--- src/rtl/onehot_scan_decoder_pkg.sv ---
// onehot_scan_pkg: shared encodings for the one-hot scan decoder.
//   mode_e  : values of the 2-bit mode input.
//   state_e : controller states.
//   onehot_w: output width for a given select width.
package onehot_scan_pkg;

  typedef enum logic [1:0] {
    MODE_DECODE    = 2'b00,
    MODE_SCAN_UP   = 2'b01,
    MODE_SCAN_DOWN = 2'b10,
    MODE_CLEAR     = 2'b11
  } mode_e;

  typedef enum logic [1:0] {
    IDLE = 2'd0,
    DEC  = 2'd1,
    SCAN = 2'd2
  } state_e;

  function automatic int onehot_w(input int n_sel);
    return (n_sel < 1) ? 1 : (1 << n_sel);
  endfunction

endpackage

--- src/rtl/onehot_scan_decoder_if.sv ---
// onehot_scan_decoder_if: control/handshake bundle of the scan decoder.
//   master: en, mode, in_valid, sel, dwell out; in_ready, o, o_valid, idx, wrap in.
//   slave : the decoder side (mirror of master).
interface onehot_scan_decoder_if
  import onehot_scan_pkg::*;
#(
  parameter int N_SEL   = 3,
  parameter int DWELL_W = 8
);
  localparam int OUT_W = onehot_w(N_SEL);

  logic               en;
  logic [1:0]         mode;
  logic               in_valid;
  logic               in_ready;
  logic [N_SEL-1:0]   sel;
  logic [DWELL_W-1:0] dwell;
  logic [OUT_W-1:0]   o;
  logic               o_valid;
  logic [N_SEL-1:0]   idx;
  logic               wrap;

  modport master (
    output en, mode, in_valid, sel, dwell,
    input  in_ready, o, o_valid, idx, wrap
  );

  modport slave (
    input  en, mode, in_valid, sel, dwell,
    output in_ready, o, o_valid, idx, wrap
  );
endinterface

--- src/rtl/onehot_scan_decoder_dec.sv ---
// onehot_dec: purely combinational N_SEL -> 2**N_SEL one-hot decoder.
//   idx    : binary index
//   onehot : single bit set at position idx
module onehot_dec
  import onehot_scan_pkg::*;
#(
  parameter int N_SEL = 3,
  localparam int OUT_W = onehot_w(N_SEL)
) (
  input  logic [N_SEL-1:0] idx,
  output logic [OUT_W-1:0] onehot
);

  always_comb begin
    onehot      = '0;
    onehot[idx] = 1'b1;
  end

endmodule

--- src/rtl/onehot_scan_decoder.sv ---
// onehot_scan_decoder: registered binary-to-one-hot decoder with a
// valid/ready load port and an autonomous walking-one scan mode.
//   clk  : rising-edge clock
//   rst  : asynchronous active-high reset
//   bus  : slave side of onehot_scan_decoder_if
//          in : en, mode, in_valid, sel, dwell
//          out: in_ready, o (one-hot or zero), o_valid, idx, wrap (pulse)
module onehot_scan_decoder
  import onehot_scan_pkg::*;
#(
  parameter int N_SEL   = 3,
  parameter int DWELL_W = 8
) (
  input  logic                  clk,
  input  logic                  rst,
  onehot_scan_decoder_if.slave  bus
);

  localparam int OUT_W = onehot_w(N_SEL);

  state_e             state_q, state_d;
  logic [N_SEL-1:0]   idx_q, idx_d;
  logic               o_valid_q, o_valid_d;
  logic               wrap_q, wrap_d;
  logic [DWELL_W-1:0] dwell_q, dwell_d;
  logic [DWELL_W-1:0] cnt_q, cnt_d;
  logic [OUT_W-1:0]   o_q, o_d;
  logic [OUT_W-1:0]   onehot_nxt;

  mode_e mode;
  logic  accept;

  assign mode        = mode_e'(bus.mode);
  // Ready never looks at in_valid, so a source may wait on it safely.
  assign bus.in_ready = bus.en & ~rst & (mode != MODE_CLEAR);
  assign accept       = bus.in_valid & bus.in_ready;

  // Next-state / datapath. Priority: en=0 freeze, CLEAR, accept, scan step.
  always_comb begin
    state_d   = state_q;
    idx_d     = idx_q;
    o_valid_d = o_valid_q;
    dwell_d   = dwell_q;
    cnt_d     = cnt_q;
    wrap_d    = 1'b0;

    if (bus.en) begin
      if (mode == MODE_CLEAR) begin
        state_d   = IDLE;
        idx_d     = '0;
        o_valid_d = 1'b0;
      end else if (accept) begin
        // An accept overrides any step that would have been due this cycle.
        idx_d     = bus.sel;
        o_valid_d = 1'b1;
        if (mode == MODE_DECODE) begin
          state_d = DEC;
        end else begin
          state_d = SCAN;
          dwell_d = bus.dwell;
          cnt_d   = bus.dwell;
        end
      end else if (state_q == SCAN) begin
        if (mode == MODE_DECODE) begin
          // Freeze in place: o and the counter keep their values.
          state_d = DEC;
        end else if (cnt_q == '0) begin
          // Direction is taken from the live mode, so UP/DOWN swaps
          // apply at the next step without disturbing idx or count.
          cnt_d = dwell_q;
          if (mode == MODE_SCAN_UP) begin
            idx_d  = idx_q + 1'b1;
            wrap_d = (idx_q == {N_SEL{1'b1}});
          end else begin
            idx_d  = idx_q - 1'b1;
            wrap_d = (idx_q == '0);
          end
        end else begin
          cnt_d = cnt_q - 1'b1;
        end
      end
    end
  end

  onehot_dec #(.N_SEL(N_SEL)) u_dec (
    .idx    (idx_d),
    .onehot (onehot_nxt)
  );

  // Output stays all-zero unless a valid index is held.
  assign o_d = o_valid_d ? onehot_nxt : '0;

  always_ff @(posedge clk or posedge rst) begin
    if (rst) begin
      state_q   <= IDLE;
      idx_q     <= '0;
      o_valid_q <= 1'b0;
      wrap_q    <= 1'b0;
      dwell_q   <= '0;
      cnt_q     <= '0;
      o_q       <= '0;
    end else begin
      state_q   <= state_d;
      idx_q     <= idx_d;
      o_valid_q <= o_valid_d;
      wrap_q    <= wrap_d;
      dwell_q   <= dwell_d;
      cnt_q     <= cnt_d;
      o_q       <= o_d;
    end
  end

  assign bus.o       = o_q;
  assign bus.o_valid = o_valid_q;
  assign bus.idx     = idx_q;
  assign bus.wrap    = wrap_q;

endmodule

--- src/flat_wrapper.sv ---
// flat-port wrapper written by rule: the top's interface ports become plain ports
module onehot_scan_decoder_flat import onehot_scan_pkg::*;
#(
  parameter int N_SEL   = 3,
  parameter int DWELL_W = 8
)
  (clk, rst, bus_en, bus_mode, bus_in_valid, bus_sel, bus_dwell, bus_in_ready, bus_o, bus_o_valid, bus_idx, bus_wrap);
  onehot_scan_decoder_if #(.N_SEL(N_SEL), .DWELL_W(DWELL_W)) bus_i ();
  input  logic clk;
  input  logic rst;
  input wire logic [$bits(bus_i.en)-1:0] bus_en;
  input wire logic [$bits(bus_i.mode)-1:0] bus_mode;
  input wire logic [$bits(bus_i.in_valid)-1:0] bus_in_valid;
  input wire logic [$bits(bus_i.sel)-1:0] bus_sel;
  input wire logic [$bits(bus_i.dwell)-1:0] bus_dwell;
  output wire logic [$bits(bus_i.in_ready)-1:0] bus_in_ready;
  output wire logic [$bits(bus_i.o)-1:0] bus_o;
  output wire logic [$bits(bus_i.o_valid)-1:0] bus_o_valid;
  output wire logic [$bits(bus_i.idx)-1:0] bus_idx;
  output wire logic [$bits(bus_i.wrap)-1:0] bus_wrap;
  assign bus_i.en = bus_en;
  assign bus_i.mode = bus_mode;
  assign bus_i.in_valid = bus_in_valid;
  assign bus_i.sel = bus_sel;
  assign bus_i.dwell = bus_dwell;
  assign bus_in_ready = bus_i.in_ready;
  assign bus_o = bus_i.o;
  assign bus_o_valid = bus_i.o_valid;
  assign bus_idx = bus_i.idx;
  assign bus_wrap = bus_i.wrap;
  onehot_scan_decoder #(.N_SEL(N_SEL), .DWELL_W(DWELL_W)) u_core (.clk(clk), .rst(rst), .bus(bus_i));
endmodule
--- config.mk ---
export PLATFORM = sky130hd
export DESIGN_NAME = onehot_scan_decoder_flat
export DESIGN_NICKNAME = d
export VERILOG_FILES = /design/src/rtl/onehot_scan_decoder_pkg.sv /design/src/rtl/onehot_scan_decoder_if.sv /design/src/rtl/onehot_scan_decoder_dec.sv /design/src/rtl/onehot_scan_decoder.sv /design/src/flat_wrapper.sv
export SDC_FILE = /design/constraint.sdc
export NUM_CORES = 1
export LEC_CHECK = 0
export CORE_ASPECT_RATIO = 0.75
export CORE_UTILIZATION = 55
export CTS_BUF_LIST = sky130_fd_sc_hd__clkbuf_4
export DETAILED_ROUTE_END_ITERATION = 12
export PLACE_DENSITY = 0.79
export SLEW_MARGIN = 15
export SYNTH_ARGS = -nofsm -noshare
export SYNTH_HDL_FRONTEND = slang
export SYNTH_HIERARCHICAL = 1
export SYNTH_SLANG_ARGS = --single-unit
export TNS_END_PERCENT = 100
--- constraint.sdc ---
create_clock -name clk -period 3.7 [get_ports clk]
set_input_delay 0.37 -clock clk [delete_from_list [all_inputs] [get_ports clk]]
set_output_delay 0.37 -clock clk [all_outputs]
set_load 0.05 [all_outputs]
=== Word level (Yosys, flattened, before mapping) ===
Cells that the tools add are included.

* $add $sub $neg: 3
* Order comparisons: 2
* Eq/ne operators: 7
* Mux-type cells: 30
* Bitwise gates (word level): 6
* Reductions and logical operators: 10

{| class="wikitable"
|+ Operators with widths
! kind !! number
|-
| $mux W8 || 6
|-
| $mux W3 || 7
|-
| $mux W1 || 11
|-
| $mux W2 || 5
|-
| $logic_not A8 Y1 || 1
|-
| $sub A8 B1 Y8 const B || 1
|-
| $ne A2 B2 Y1 const B || 3
|-
| $reduce_bool A3 Y1 || 2
|-
| $reduce_and A5 Y1 || 1
|-
| $eq A2 B2 Y1 const B || 2
|-
| $lt A3 B4 Y1 const B || 1
|-
| $reduce_and A4 Y1 || 1
|-
| $add A3 B1 Y3 const B || 1
|-
| $and A1 B1 Y1 || 3
|-
| $demux W1 S3 || 1
|-
| $eq A3 B3 Y1 const B || 1
|-
| $ge A3 B1 Y1 const B || 1
|-
| $logic_not A3 Y1 || 1
|-
| $not A1 Y1 || 3
|-
| $reduce_and A3 Y1 || 1
|-
| $sub A3 B1 Y3 const B || 1
|-
| $eq A2 B1 Y1 const B || 1
|-
| $logic_not A2 Y1 || 1
|-
| $reduce_bool A2 Y1 || 1
|-
| $logic_and A1 B1 Y1 || 1
|}

* Bits in registers: 31
* Output and inout port bits: 14
* Logic and storage cells: 65

=== Depth between registers and ports, before layout ===
Gate-level depths: netlist of the first run.

* Depth after elaboration: 13
* Mapped depth: 9
* Mapped depth without buffers: 9

=== Hierarchy ===
Netlist of the first run, hierarchy kept.

{| class="wikitable"
|+ Modules (own cells, without submodules)
! module !! instances !! cells an instance !! area each (um^2)
|-
| onehot_scan_decoder || 1 || 164 || 1651.6
|-
| onehot_dec || 1 || 8 || 65.1
|}

=== Worst setup path after synthesis of the first run ===
OpenSTA, ideal clock, no wires.

* Kind: reg2reg
* From: register u_core.idx_q[0] (netlist: u_core/bus.idx[0])
* To: register u_core.o_q[3] (netlist: u_core/bus.o[3])
* Setup time: 0.141 ns
* Arrival: 2.564 ns
* Setup slack: 0.995 ns
* Stages on the path, launching flop included: 9
* Period minus slack after synthesis: 2.705 ns
* Path through: dfrtp_1 > inv_1 > fa_1 > xor2_1 > nand4_1 > xor2_1 > o31ai_1 > and3b_2 > nor2b_1

* Word-level cells in the longest chain between the ends: 13

{| class="wikitable"
|+ Ends and longest elaborated chain
! element !! line !! RTL
|-
| start: declaration || onehot_scan_decoder.sv:22 || <nowiki>logic [N_SEL-1:0] idx_q, idx_d;</nowiki>
|-
| start signal: assignment || onehot_scan_decoder.sv:104 || <nowiki>idx_q <= idx_d;</nowiki>
|-
| $sub A3 B1 Y3 or $add A3 B1 Y3 (tied branches) || onehot_scan_decoder.sv:75, onehot_scan_decoder.sv:72 ||
|-
| $mux W3 (*) || onehot_scan_decoder.sv:71 || <nowiki>if (mode == MODE_SCAN_UP) begin</nowiki>
|-
| $mux W3 (*) || onehot_scan_decoder.sv:67 || <nowiki>end else if (cnt_q == '0) begin</nowiki>
|-
| $mux W3 (*) || onehot_scan_decoder.sv:64 || <nowiki>if (mode == MODE_DECODE) begin</nowiki>
|-
| $mux W3 (*) || onehot_scan_decoder.sv:63 || <nowiki>end else if (state_q == SCAN) begin</nowiki>
|-
| $mux W3 (*) || onehot_scan_decoder.sv:52 || <nowiki>end else if (accept) begin</nowiki>
|-
| $mux W3 (*) || onehot_scan_decoder.sv:48 || <nowiki>if (mode == MODE_CLEAR) begin</nowiki>
|-
| $mux W3 (*) || onehot_scan_decoder.sv:47 || <nowiki>if (bus.en) begin</nowiki>
|-
| via u_core.idx_d[2] || onehot_scan_decoder.sv:22 ||
|-
| $lt A3 B4 Y1 (not written as such) or $ge A3 B1 Y1 (tied branches) || onehot_scan_decoder_dec.sv:16 || <nowiki>onehot[idx] = 1'b1;</nowiki>
|-
| $logic_and A1 B1 Y1 (not written as such) || onehot_scan_decoder_dec.sv:16 ||
|-
| $mux W1 (not written as such) || onehot_scan_decoder_dec.sv:16 ||
|-
| $demux W1 S3 (*) || onehot_scan_decoder_dec.sv:16 ||
|-
| via u_core.onehot_nxt[3] || onehot_scan_decoder.sv:28 || <nowiki>logic [OUT_W-1:0] onehot_nxt;</nowiki>
|-
| $mux W8 (*) || onehot_scan_decoder.sv:91 || <nowiki>assign o_d = o_valid_d ? onehot_nxt : '0;</nowiki>
|-
| via u_core.o_d[3] || onehot_scan_decoder.sv:27 || <nowiki>logic [OUT_W-1:0] o_q, o_d;</nowiki>
|-
| end signal: assignment || onehot_scan_decoder.sv:101 || <nowiki>o_q <= '0;</nowiki>
|-
| end signal: assignment || onehot_scan_decoder.sv:109 || <nowiki>o_q <= o_d;</nowiki>
|-
| end: declaration || onehot_scan_decoder.sv:27 ||
|}

Mark *: on every way through the listed nets, which the timed path passes. The rest lies on a longest branch.
A chain may end at the register's enable or synchronous reset.

=== Final worst setup path of the first run ===
* From: register u_core.cnt_q[0]
* To: register u_core.o_q[6] (netlist: u_core/bus.o[6])

* Word-level cells in the longest chain between the ends: 12

{| class="wikitable"
|+ Ends and longest elaborated chain
! element !! line !! RTL
|-
| start: declaration || onehot_scan_decoder.sv:26 || <nowiki>logic [DWELL_W-1:0] cnt_q, cnt_d;</nowiki>
|-
| start signal: assignment || onehot_scan_decoder.sv:108 || <nowiki>cnt_q <= cnt_d;</nowiki>
|-
| $logic_not A8 Y1 (*) || onehot_scan_decoder.sv:67 ||
|-
| $mux W3 (*) || onehot_scan_decoder.sv:67 ||
|-
| $mux W3 (*) || onehot_scan_decoder.sv:64 ||
|-
| $mux W3 (*) || onehot_scan_decoder.sv:63 ||
|-
| $mux W3 (*) || onehot_scan_decoder.sv:52 ||
|-
| $mux W3 (*) || onehot_scan_decoder.sv:48 ||
|-
| $mux W3 (*) || onehot_scan_decoder.sv:47 ||
|-
| via u_core.idx_d[0] || onehot_scan_decoder.sv:22 ||
|-
| $lt A3 B4 Y1 (not written as such) or $ge A3 B1 Y1 (tied branches) || onehot_scan_decoder_dec.sv:16 ||
|-
| $logic_and A1 B1 Y1 (not written as such) || onehot_scan_decoder_dec.sv:16 ||
|-
| $mux W1 (not written as such) || onehot_scan_decoder_dec.sv:16 ||
|-
| $demux W1 S3 (*) || onehot_scan_decoder_dec.sv:16 ||
|-
| via u_core.onehot_nxt[6] || onehot_scan_decoder.sv:28 ||
|-
| $mux W8 (*) || onehot_scan_decoder.sv:91 ||
|-
| via u_core.o_d[6] || onehot_scan_decoder.sv:27 ||
|}

Marked as above.

==> results of run 1 <==
[flip-flops by register name, indices dropped and copies added, names as in the netlist]
| name | flops |
|---|---|
| u_core/dwell_q | 8 |
| u_core/bus.idx | 3 |
| u_core/bus.o | 8 |
| u_core/bus.wrap | 1 |
| u_core/bus.o_valid | 1 |
| u_core/state_q | 2 |
| u_core/cnt_q | 8 |
[cells by family (layout without fill, tap and decap cells)]
logic type | after synthesis | after routing
simple gates | 58 | 58
compound gates | 49 | 49
flops | 31 | 31
buf+inv | 19 | 54
mux | 8 | 8
fa+ha+maj | 5 | 5
xor+xnor | 2 | 2
[worst max path at each step]
stage,start,to,slack (ns)
detailed placement,bus_mode[0],u_core/bus.o[6],0.72
global route,u_core/cnt_q[0],u_core/bus.o[7],0.50
finish,u_core/cnt_q[0],u_core/bus.o[6],0.87
CTS,u_core/cnt_q[0],u_core/bus.o[6],0.90
floorplan,u_core/bus.idx[0],u_core/bus.o[3],0.99
global placement,bus_mode[0],u_core/bus.o[3],0.83
[power groups by stage]
stage	clock [W]	sequential, W	combinational [W]
after floorplan	0	0.000533	0.000216
final	0.000187	0.000512	0.000369
after detailed placement	0	0.000512	0.000365
after global placement	0	0.000502	0.000348
after global routing	0.000203	0.000522	0.000409
after CTS	0.000192	0.000506	0.000368
[layout make-up]
class,count,area [µm²]
multi-input cells,122,880
fillers,212,826
flip-flops and latches,31,776
repair buffers,34,330
well taps,38,47.5
inverters,12,45.0
clock buffers,5,37.5
clock inverters,3,15.0
[per-layer routing]
layer	vias to the layer above	track usage (%)
li1	705	-
met3	2	6.14
met1	720	39.4
met5	-	0
met2	75	44.0
met4	0	9.22
[stage by stage]
step | total power, W | util, % | setup WS (ns) | cells | hold slack (ns)
after floorplan | 0.000749 | - | 0.995 | 172 | 0.473
after global placement | 0.000850 | 70.3 | 0.834 | 237 | 0.485
after detailed placement | 0.000876 | 70.3 | 0.725 | 237 | 0.492
after CTS | 0.00107 | 72.1 | 0.901 | 245 | 0.494
after global routing | 0.00113 | 72.1 | 0.496 | 245 | 0.530
final | 0.00107 | 72.1 | 0.870 | 245 | 0.490
[placed cells by master, fill, tap and decap left out, types with 3 or more instances in the layout]
master / count
dfrtp_1: 31
clkdlybuf4s50_1: 30
inv_1: 12
o21ai_0: 11
a21oi_1: 11
nor2_1: 10
mux2_2: 8
nor2b_1: 8
nand2_1: 6
o211ai_1: 6
clkbuf_4: 5
nor3b_1: 5
o31ai_1: 4
ha_1: 4
buf_4: 4
nand2b_1: 3
nor4_1: 3
nand4_1: 3
or4_1: 3
or3_1: 3
and3b_2: 3
[worst max-delay path, stage by stage (launching register included)]
cell,delay (ns)
dfrtp_1,0.44
inv_1,0.11
ha_1,0.25
nor3b_1,0.62
and3_1,0.30
a22oi_1,0.07
o221ai_1,0.52
and3b_2,0.27
nor2b_1,0.12
==> impl_metrics.env, run 1 <==
export IMPL_status="finished, final reports clean"
export IMPL_nNetsFinal=228
export IMPL_pin_count=31
export IMPL_drv_cap=0
export IMPL_combPwrFrac_pct=34.6
export IMPL_synth_distinct_cells=45
export IMPL_ys_ff_latch=31
export IMPL_drtIter0Drc=115
export IMPL_synth_yosys_seq_area_share_pct=45.2
export IMPL_synth_simple_area_share_pct=20.6
export IMPL_critPathCaptureType="flip-flop"
export IMPL_grt_setup_unrepaired="no"
export IMPL_route_vias_total=1502
export IMPL_start_kind="flip-flop"
export IMPL_clkLatencyLatePin_ns=0.33
export IMPL_synth_top_area_cell="dfrtp_1"
export IMPL_skew_ns=0.0129
export IMPL_gp_congestion=0.789
export IMPL_grt_antenna_before_repair=0
export IMPL_hold_viol=0
export IMPL_rows=17
export IMPL_cp_arrival_ns=3.02
export IMPL_n_antenna_cell=0
export IMPL_netlist_area_um2=1720
export IMPL_synth_most_common_cell="dfrtp_1"
export IMPL_p_int_w=0.000654
export IMPL_clockRootBuffer="clkbuf_4"
export IMPL_area_delta_synth_final_pct=24.1
export IMPL_worstSetupPathType="flip-flop to flip-flop"
export IMPL_grt_pass1_vias=1436
export IMPL_switching_share_pct=38.8
export IMPL_h_tree_depth=2
export IMPL_clockBufferDepth=2
export IMPL_viasPerCell=6.13
export IMPL_path_clk_slew_ns=0.11
export IMPL_async_flop_share_pct=100
export IMPL_crit_required_ns=3.89
export IMPL_wl_met1_um=1850
export IMPL_synth_top_family_by_area="simple AND/OR/NAND/NOR gates"
export IMPL_port_buffers=30
export IMPL_post_cts_buffers=0
export IMPL_cts_tree="yes"
export IMPL_critPathMaxFanout=9
export IMPL_dpl_cell_area_um2=2080
export IMPL_r2r_end="u_core/bus.o[6]"
export IMPL_die_area_um2=3350
export IMPL_ant_nets=0
export IMPL_worstMarginPinSlew_ns=0.701
export IMPL_wl_met3_um=356
export IMPL_core_um2=2960
export IMPL_ctsHoldBuffers=0
export IMPL_synth_nets=194
export IMPL_r2r_start="u_core/cnt_q[0]"
export IMPL_synth_area_leaders="dfrtp_1 45%, mux2_2 5.2%, a21oi_1 3.2%"
export IMPL_fmax_mhz=353
export IMPL_switching_power_w=0.000414
export IMPL_drive_gt1_share_pct=12.6
export IMPL_drc=0
export IMPL_synth_xor_area_share_pct=1.02
export IMPL_numCtsBuffers=5
export IMPL_fin_area_um2=2130
export IMPL_synth_compound_area_share_pct=19.4
export IMPL_grt_max_degree=22
export IMPL_hpwl_um=2970
export IMPL_finalCritPeriodShare_pct=76.5
export IMPL_min_path_type="primary input to async pin"
export IMPL_finalCriticalPeriod_ns=2.83
export IMPL_synth_cells=172
export IMPL_pwr_share_clk_pct=17.5
export IMPL_final_max_slew_violation_count=0
export IMPL_ff2ff_path_depth=8
export IMPL_dr_pass1_iters=4
export IMPL_die_w_um=66.5
export IMPL_highest_layer="met4"
export IMPL_ys_warn_count=6
export IMPL_synth_avg_cell_area_um2=9.98
export IMPL_yosys_area_top_type_share_pct=45.2
export IMPL_setup_violations_final=0
export IMPL_powerDensity_nw_per_um2=501
export IMPL_grt_ovfl_total=0
export IMPL_p_leak_nw=0.895
export IMPL_synth_adder_area_share_pct=4.08
export IMPL_synth_edf_count=0
export IMPL_synth_mux_area_share_pct=5.25
export IMPL_cts_sinks=31
export IMPL_die_y_um=50.4
export IMPL_peakVddDrop_v=0.000316
export IMPL_max_slew_margin_rel_pct=53.2
export IMPL_wl_met2_um=1900
export IMPL_wirelength_um=4120
export IMPL_grt_pass1_wl_um=6920
export IMPL_grt_usage_pct=28.3
export IMPL_power_frac_seq_pct=48.0
export IMPL_ctsResizeCount=0
export IMPL_synth_top_cells_by_count="31 x dfrtp_1, 12 x inv_1, 11 x a21oi_1, 11 x o21ai_0, 10 x nor2_1"
export IMPL_ys_flop_type="dfrtp_1"
export IMPL_reg2reg_setup_slack_ns=0.87
export IMPL_detail_route_wl_per_cell_um=16.8
export IMPL_tns_ns=0
export IMPL_initial_core_util_pct=58.1
No activity file was read; power rests on OpenSTA's default activity.
==> run 2, diff against run 1 <==
--- a/config.mk
+++ b/config.mk
@@ -6,10 +6,10 @@
 export NUM_CORES = 1
 export LEC_CHECK = 0
 export CORE_ASPECT_RATIO = 0.75
-export CORE_UTILIZATION = 55
+export CORE_UTILIZATION = 49
 export CTS_BUF_LIST = sky130_fd_sc_hd__clkbuf_4
 export DETAILED_ROUTE_END_ITERATION = 12
-export PLACE_DENSITY = 0.79
+export PLACE_DENSITY = 0.74
 export SLEW_MARGIN = 15
 export SYNTH_ARGS = -nofsm -noshare
 export SYNTH_HDL_FRONTEND = slang
==> constraint.sdc (replaced) <==
create_clock -name clk -period 2.5 [get_ports clk]
set_input_delay 0.25 -clock clk [delete_from_list [all_inputs] [get_ports clk]]
set_output_delay 0.25 -clock clk [all_outputs]
set_load 0.05 [all_outputs]
==> run 2 against run 1 <==
First-iteration DRC count fell by 19%. Sequential share of layout area fell by 1.9 points. Global-route usage fell by 3.6 points. Register-to-register slack got worse by 0.70 ns. Via count rose by 2.5%. Sequential power rose by 46%. Largest cell class unchanged.
==> impl_metrics.env, run 2 (same netlist as run 1, synthesis figures left out) <==
export IMPL_core_um2=3310
export IMPL_ctsResizeCount=0
export IMPL_crit_required_ns=2.70
export IMPL_rows=18
export IMPL_clockBufferDepth=2
export IMPL_powerDensity_nw_per_um2=717
export IMPL_pin_count=31
export IMPL_post_place_ws_ns=-0.190
export IMPL_clockRootBuffer="clkbuf_4"
export IMPL_hold_viol=0
export IMPL_p_int_w=0.00101
export IMPL_ctsHoldBuffers=0
export IMPL_final_seq_area_um2=777
export IMPL_max_stage_delay_ns=0.49
export IMPL_combPwrFrac_pct=36.0
export IMPL_switching_share_pct=37.5
export IMPL_setup_violations_final=0
export IMPL_clkLatencyLatePin_ns=0.33
export IMPL_grt_antenna_before_repair=0
export IMPL_min_path_type="primary input to async pin"
export IMPL_cts_tree="yes"
export IMPL_drive_gt1_share_pct=20.0
export IMPL_fmax_mhz=423
export IMPL_cpMostUsedCell="xor2_1"
export IMPL_area_delta_synth_final_pct=31.1
export IMPL_finalPower_w=0.00161
export IMPL_grt_max_degree=24
export IMPL_timing_hold_ws_ns=0.348
export IMPL_n_antenna_cell=0
export IMPL_grt_pass1_vias=1508
export IMPL_start_kind="primary input"
export IMPL_drc=0
export IMPL_final_max_slew_violation_count=0
export IMPL_numCtsBuffers=5
export IMPL_switching_power_w=0.000606
export IMPL_power_frac_seq_pct=46.3
export IMPL_port_buffers=30
export IMPL_die_w_um=70.3
export IMPL_p_leak_nw=0.972
export IMPL_worstSetupPathType="primary input to flip-flop"
export IMPL_cp_arrival_ns=2.56
export IMPL_skew_ns=0.0138
export IMPL_detail_route_wl_per_cell_um=16.1
export IMPL_critPathCaptureType="flip-flop"
export IMPL_gp_congestion=0.846
export IMPL_post_cts_buffers=0
export IMPL_die_y_um=53.3
export IMPL_fin_ws_ns=0.138
export IMPL_grt_ovfl_total=0
export IMPL_grt_pass1_wl_um=7000
export IMPL_max_slew_margin_rel_pct=56.0
export IMPL_peakVddDrop_v=0.000533
export IMPL_crit_chain="clkdlybuf4s50_1 > inv_1 > ha_1 > fa_2 > xor2_1 > nand4_1 > xor2_1 > o31ai_2 > buf_4 > and3b_2 > nor2b_1"
export IMPL_drv_cap=0
export IMPL_drtIter0Drc=93
export IMPL_cp_slowest_cell="clkdlybuf4s50_1"
export IMPL_initial_core_util_pct=51.9
export IMPL_final_core_util_pct=68.0
export IMPL_status="finished, final reports clean"
export IMPL_path_clk_slew_ns=0.10
export IMPL_h_tree_depth=2
export IMPL_multi_input_area_um2=887
export IMPL_wirelength_um=4180
export IMPL_dr_pass1_iters=4
export IMPL_viasPerCell=5.92
export IMPL_grt_usage_pct=24.7
export IMPL_mostFrequentLayoutCells="30 x dfrtp_1, 29 x clkdlybuf4s50_1, 17 x buf_4"
export IMPL_die_area_um2=3750
export IMPL_nNetsFinal=241
export IMPL_fill_cells=253
export IMPL_route_vias_total=1540
export IMPL_hpwl_um=3010
export IMPL_finalCritPeriodShare_pct=94.5
export IMPL_pwr_share_clk_pct=17.7
export IMPL_cts_sinks=31
export IMPL_critPathMaxFanout=8
export IMPL_final_common_cell="dfrtp_1"
export IMPL_ant_nets=0
export IMPL_worstMarginPinSlew_ns=0.661
export IMPL_finalCriticalPeriod_ns=2.36
-- run 2: cell count changes in the layout (fill, tap and decap cells not counted), sizes merged --
cell	before	now
buf	4	18
clkbuf	5	6
clkdlybuf4s50	30	29
clkinvlp	1	0
-- run 2: routing by layer --
metal	GRT usage, %	routed length, µm	part of all wire (%)
met5	0	0	0
met4	9.67	34	0.81
met3	5.14	269	6.4
met2	40.5	1960	47
met1	32.4	1920	46
-- run 2: area by class of cell --
cell class | instances | share of cell area [%]
Inverter | 12 | 2.00
Multi-Input combinational cell | 122 | 39.4
Timing Repair Buffer | 47 | 19.5
Clock buffer | 6 | 2.00
Clock inverter | 2 | 0.389
Tap cell | 40 | 2.22
Sequential cell | 31 | 34.5
-- run 2: critical path: cells and delay by family --
kind / cells / cell delay [ns]
adders and majority gates: 2 / 0.59
xor gates and xnor gates: 2 / 0.34
AOI/OAI and AO/OA: 1 / 0.19
and+or+nand+nor: 3 / 0.44
buffers and inverters: 3 / 0.75
-- run 2: per-stage QoR --
step	instance area (µm²)	cells	TNS [ns]
after detailed placement	2190	252	-0.971
after global routing	2250	260	-0.0197
after global placement	2190	252	-0.380
after CTS	2250	260	0
final	2250	260	0
after floorplan	1720	172	0
-- run 2: path summary, 6_finish.rpt --
path	from	to	slack (ns)	cells after the start
worst max-delay path	bus_mode[1]	u_core/bus.o[3]	0.14	11
worst min-delay path	rst	u_core/bus.idx[1]	0.35	2
worst max register to register	u_core/cnt_q[0]	u_core/bus.o[1]	0.17	10
worst min register to register	u_core/dwell_q[0]	u_core/dwell_q[0]	0.51	1
max in group asynchronous	rst	u_core/dwell_q[3]	1.53	3
min in group clk	u_core/dwell_q[0]	u_core/dwell_q[0]	0.51	1
-- run 2: power groups by stage --
stage	clock [W]	sequential, W	combinational (W)
2_1_floorplan	0	0.000789	0.000322
3_3_place_gp	0	0.000742	0.000548
3_5_place_dp	0	0.000754	0.000571
4_1_cts	0.000295	0.000745	0.000575
5_1_grt	0.000315	0.000768	0.000641
6_report	0.000286	0.000747	0.000581
==> run 3, diff against run 2 <==
--- a/config.mk
+++ b/config.mk
@@ -13,6 +13,5 @@
 export SLEW_MARGIN = 15
 export SYNTH_ARGS = -nofsm -noshare
 export SYNTH_HDL_FRONTEND = slang
-export SYNTH_HIERARCHICAL = 1
 export SYNTH_SLANG_ARGS = --single-unit
 export TNS_END_PERCENT = 100
==> run 3 against run 2 <==
Core utilization fell by 2.8 points. Register-to-register slack better by 0.10 ns. Highest routed layer unchanged. Via count fell by 9.2%.
==> impl_metrics.env, run 3 <==
export IMPL_grt_ovfl_total=0
export IMPL_cts_sinks=31
export IMPL_powerDensity_nw_per_um2=817
export IMPL_core_um2=3290
export IMPL_final_common_cell="dfrtp_1"
export IMPL_fin_ws_ns=0.177
export IMPL_synth_cells=166
export IMPL_synth_nets=188
export IMPL_synth_avg_cell_area_um2=10.2
export IMPL_endpoint="u_core.bus.o[1]"
export IMPL_max_slew_margin_rel_pct=64.0
export IMPL_fmax_mhz=430
export IMPL_die_y_um=52.8
export IMPL_synth_distinct_cells=41
export IMPL_worstMarginPinSlew_ns=0.538
export IMPL_r2r_start="u_core.cnt_q[3]"
export IMPL_finalPower_w=0.00175
export IMPL_ys_flop_type="dfrtp_1"
export IMPL_clockRootBuffer="clkbuf_4"
export IMPL_initial_core_util_pct=51.4
export IMPL_async_flop_share_pct=100
export IMPL_status="finished, final reports clean"
export IMPL_detail_route_wl_per_cell_um=15.3
export IMPL_pin_count=31
export IMPL_finalCritPeriodShare_pct=92.9
export IMPL_timing_hold_ws_ns=0.362
export IMPL_synth_most_common_cell="dfrtp_1"
export IMPL_dr_pass1_iters=4
export IMPL_wirelength_um=3810
export IMPL_synth_area_leaders="dfrtp_1 46%, mux2_2 5.3%, nor3_1 4.1%"
export IMPL_placed_cells=242
export IMPL_netlist_area_um2=1690
export IMPL_path_clk_slew_ns=0.09
export IMPL_cp_arrival_ns=2.58
export IMPL_ant_nets=0
export IMPL_route_vias_total=1399
export IMPL_ff2ff_path_depth=5
export IMPL_die_area_um2=3690
export IMPL_min_path_type="primary input to async pin"
export IMPL_drive_gt1_share_pct=17.2
export IMPL_grt_antenna_before_repair=0
export IMPL_h_tree_depth=2
export IMPL_setup_violations_final=0
export IMPL_r2r_end="u_core.bus.o[1]"
export IMPL_start_kind="primary input"
export IMPL_ctsResizeCount=0
export IMPL_crit_chain="clkdlybuf4s50_1 > inv_1 > ha_1 > or4b_1 > nor4_2 > mux2i_1 > nand3_1 > nor3_1"
export IMPL_port_buffers=30
export IMPL_dpl_cell_area_um2=2100
export IMPL_reg2reg_setup_slack_ns=0.27
export IMPL_cts_tree="yes"
export IMPL_grt_max_degree=32
export IMPL_synth_top_cells_by_count="31 x dfrtp_1, 14 x nor3_1, 12 x a21oi_1, 12 x nor2_1, 11 x nand2_1"
export IMPL_ys_ff_latch=31
export IMPL_synth_edf_count=0
export IMPL_finalCriticalPeriod_ns=2.32
export IMPL_area_delta_synth_final_pct=27.0
export IMPL_finalNonFillerCells=249
export IMPL_final_max_slew_violation_count=0
export IMPL_grt_setup_unrepaired="no"
export IMPL_peakVddDrop_v=0.000439
export IMPL_fin_area_um2=2140
export IMPL_gp_congestion=0.834
export IMPL_drv_cap=0
export IMPL_rows=18
export IMPL_ctsHoldBuffers=0
export IMPL_cp_slowest_cell="or4b_1"
export IMPL_synth_yosys_seq_area_share_pct=45.9
export IMPL_die_w_um=69.8
export IMPL_hpwl_um=2830
export IMPL_nNetsFinal=231
export IMPL_n_antenna_cell=0
export IMPL_max_stage_delay_ns=0.59
export IMPL_numCtsBuffers=5
export IMPL_clockBufferDepth=2
export IMPL_clkLatencyLatePin_ns=0.34
export IMPL_critPathCaptureType="flip-flop"
export IMPL_hold_viol=0
export IMPL_post_cts_buffers=0
export IMPL_skew_ns=0.0113
export IMPL_post_place_ws_ns=-0.191
export IMPL_synth_top_area_cell="dfrtp_1"
export IMPL_grt_pass1_vias=1366
export IMPL_critPathLaunch="bus_mode[1]"
export IMPL_viasPerCell=5.62
export IMPL_grt_usage_pct=23.6
export IMPL_yosys_area_top_type_share_pct=45.9
export IMPL_drtIter0Drc=85
export IMPL_grt_pass1_wl_um=6410
export IMPL_ys_warn_count=0
export IMPL_critPathMaxFanout=4
export IMPL_worstSetupPathType="primary input to flip-flop"
export IMPL_crit_required_ns=2.76
export IMPL_drc=0
export IMPL_p_leak_nw=0.914
export IMPL_mostFrequentLayoutCells="31 x dfrtp_1, 29 x clkdlybuf4s50_1, 14 x nor3_1"
run 3: changes by cell type after synthesis, sizes merged, moves of 3 or more:
cell    delta
nor2b      -3
o211ai     -6
mux2i      +3
nor3      +15
and3b      -3
nand2      +5
nor3b      -5
run 3: report_power, final:
group / internal, W / switching (W) / total [W]
registers: 0.000626 / 0.000116 / 0.000742
logic: 0.000319 / 0.000421 / 0.000740
clock network: 0.0000993 / 0.000172 / 0.000271
total: 0.00104 / 0.000708 / 0.00175
run 3: logic make-up after synthesis:
logic type | synth area share (%)
and+or+nand+nor | 20.3
AOI/OAI and AO/OA | 16.1
DFF | 45.9
buffers and inverters | 4.22
muxes | 7.78
adders and majority gates | 4.15
xor gates and xnor gates | 1.56
run 3: area by class of cell:
class	instances	area [µm²]
sequential	31	776
clock buffer	5	37.5
tap	40	50.0
fill	271	1140
timing repair buffer	41	393
multi-input combinational	120	842
inverter	10	37.5
clock inverter	2	8.76
run 3: how the worst min path moves through the flow:
stage,end,slack (ns),start
2_1_floorplan,u_core.bus.idx[0],0.35,rst
3_3_place_gp,u_core.state_q[0],0.48,u_core.state_q[0]
3_5_place_dp,u_core.state_q[0],0.48,u_core.state_q[0]
4_1_cts,u_core.cnt_q[6],0.37,rst
5_1_grt,u_core.bus.o_valid,0.43,rst
6_report,u_core.bus.o_valid,0.36,rst
run 3: per-layer routing:
metal	track usage, %	share of wire, %
met3	5.96	4.7
met5	0	0
met1	30.7	49
met4	14.0	1.8
met2	36.1	44
run 3: metrics by stage:
| stage | util [%] | setup TNS (ns) |
|---|---|---|
| after floorplan | - | 0 |
| after global placement | 63.8 | -0.298 |
| after detailed placement | 63.8 | -1.26 |
| after CTS | 65.2 | 0 |
| after global routing | 65.2 | 0 |
| final | 65.2 | 0 |
run 3: worst max-delay path, delay by kind of cell:
| family | cells | cell delay [ns] |
|---|---|---|
| buf+inv | 2 | 0.55 |
| fa+ha+maj | 1 | 0.19 |
| simple gates | 4 | 1.27 |
| mux | 1 | 0.31 |
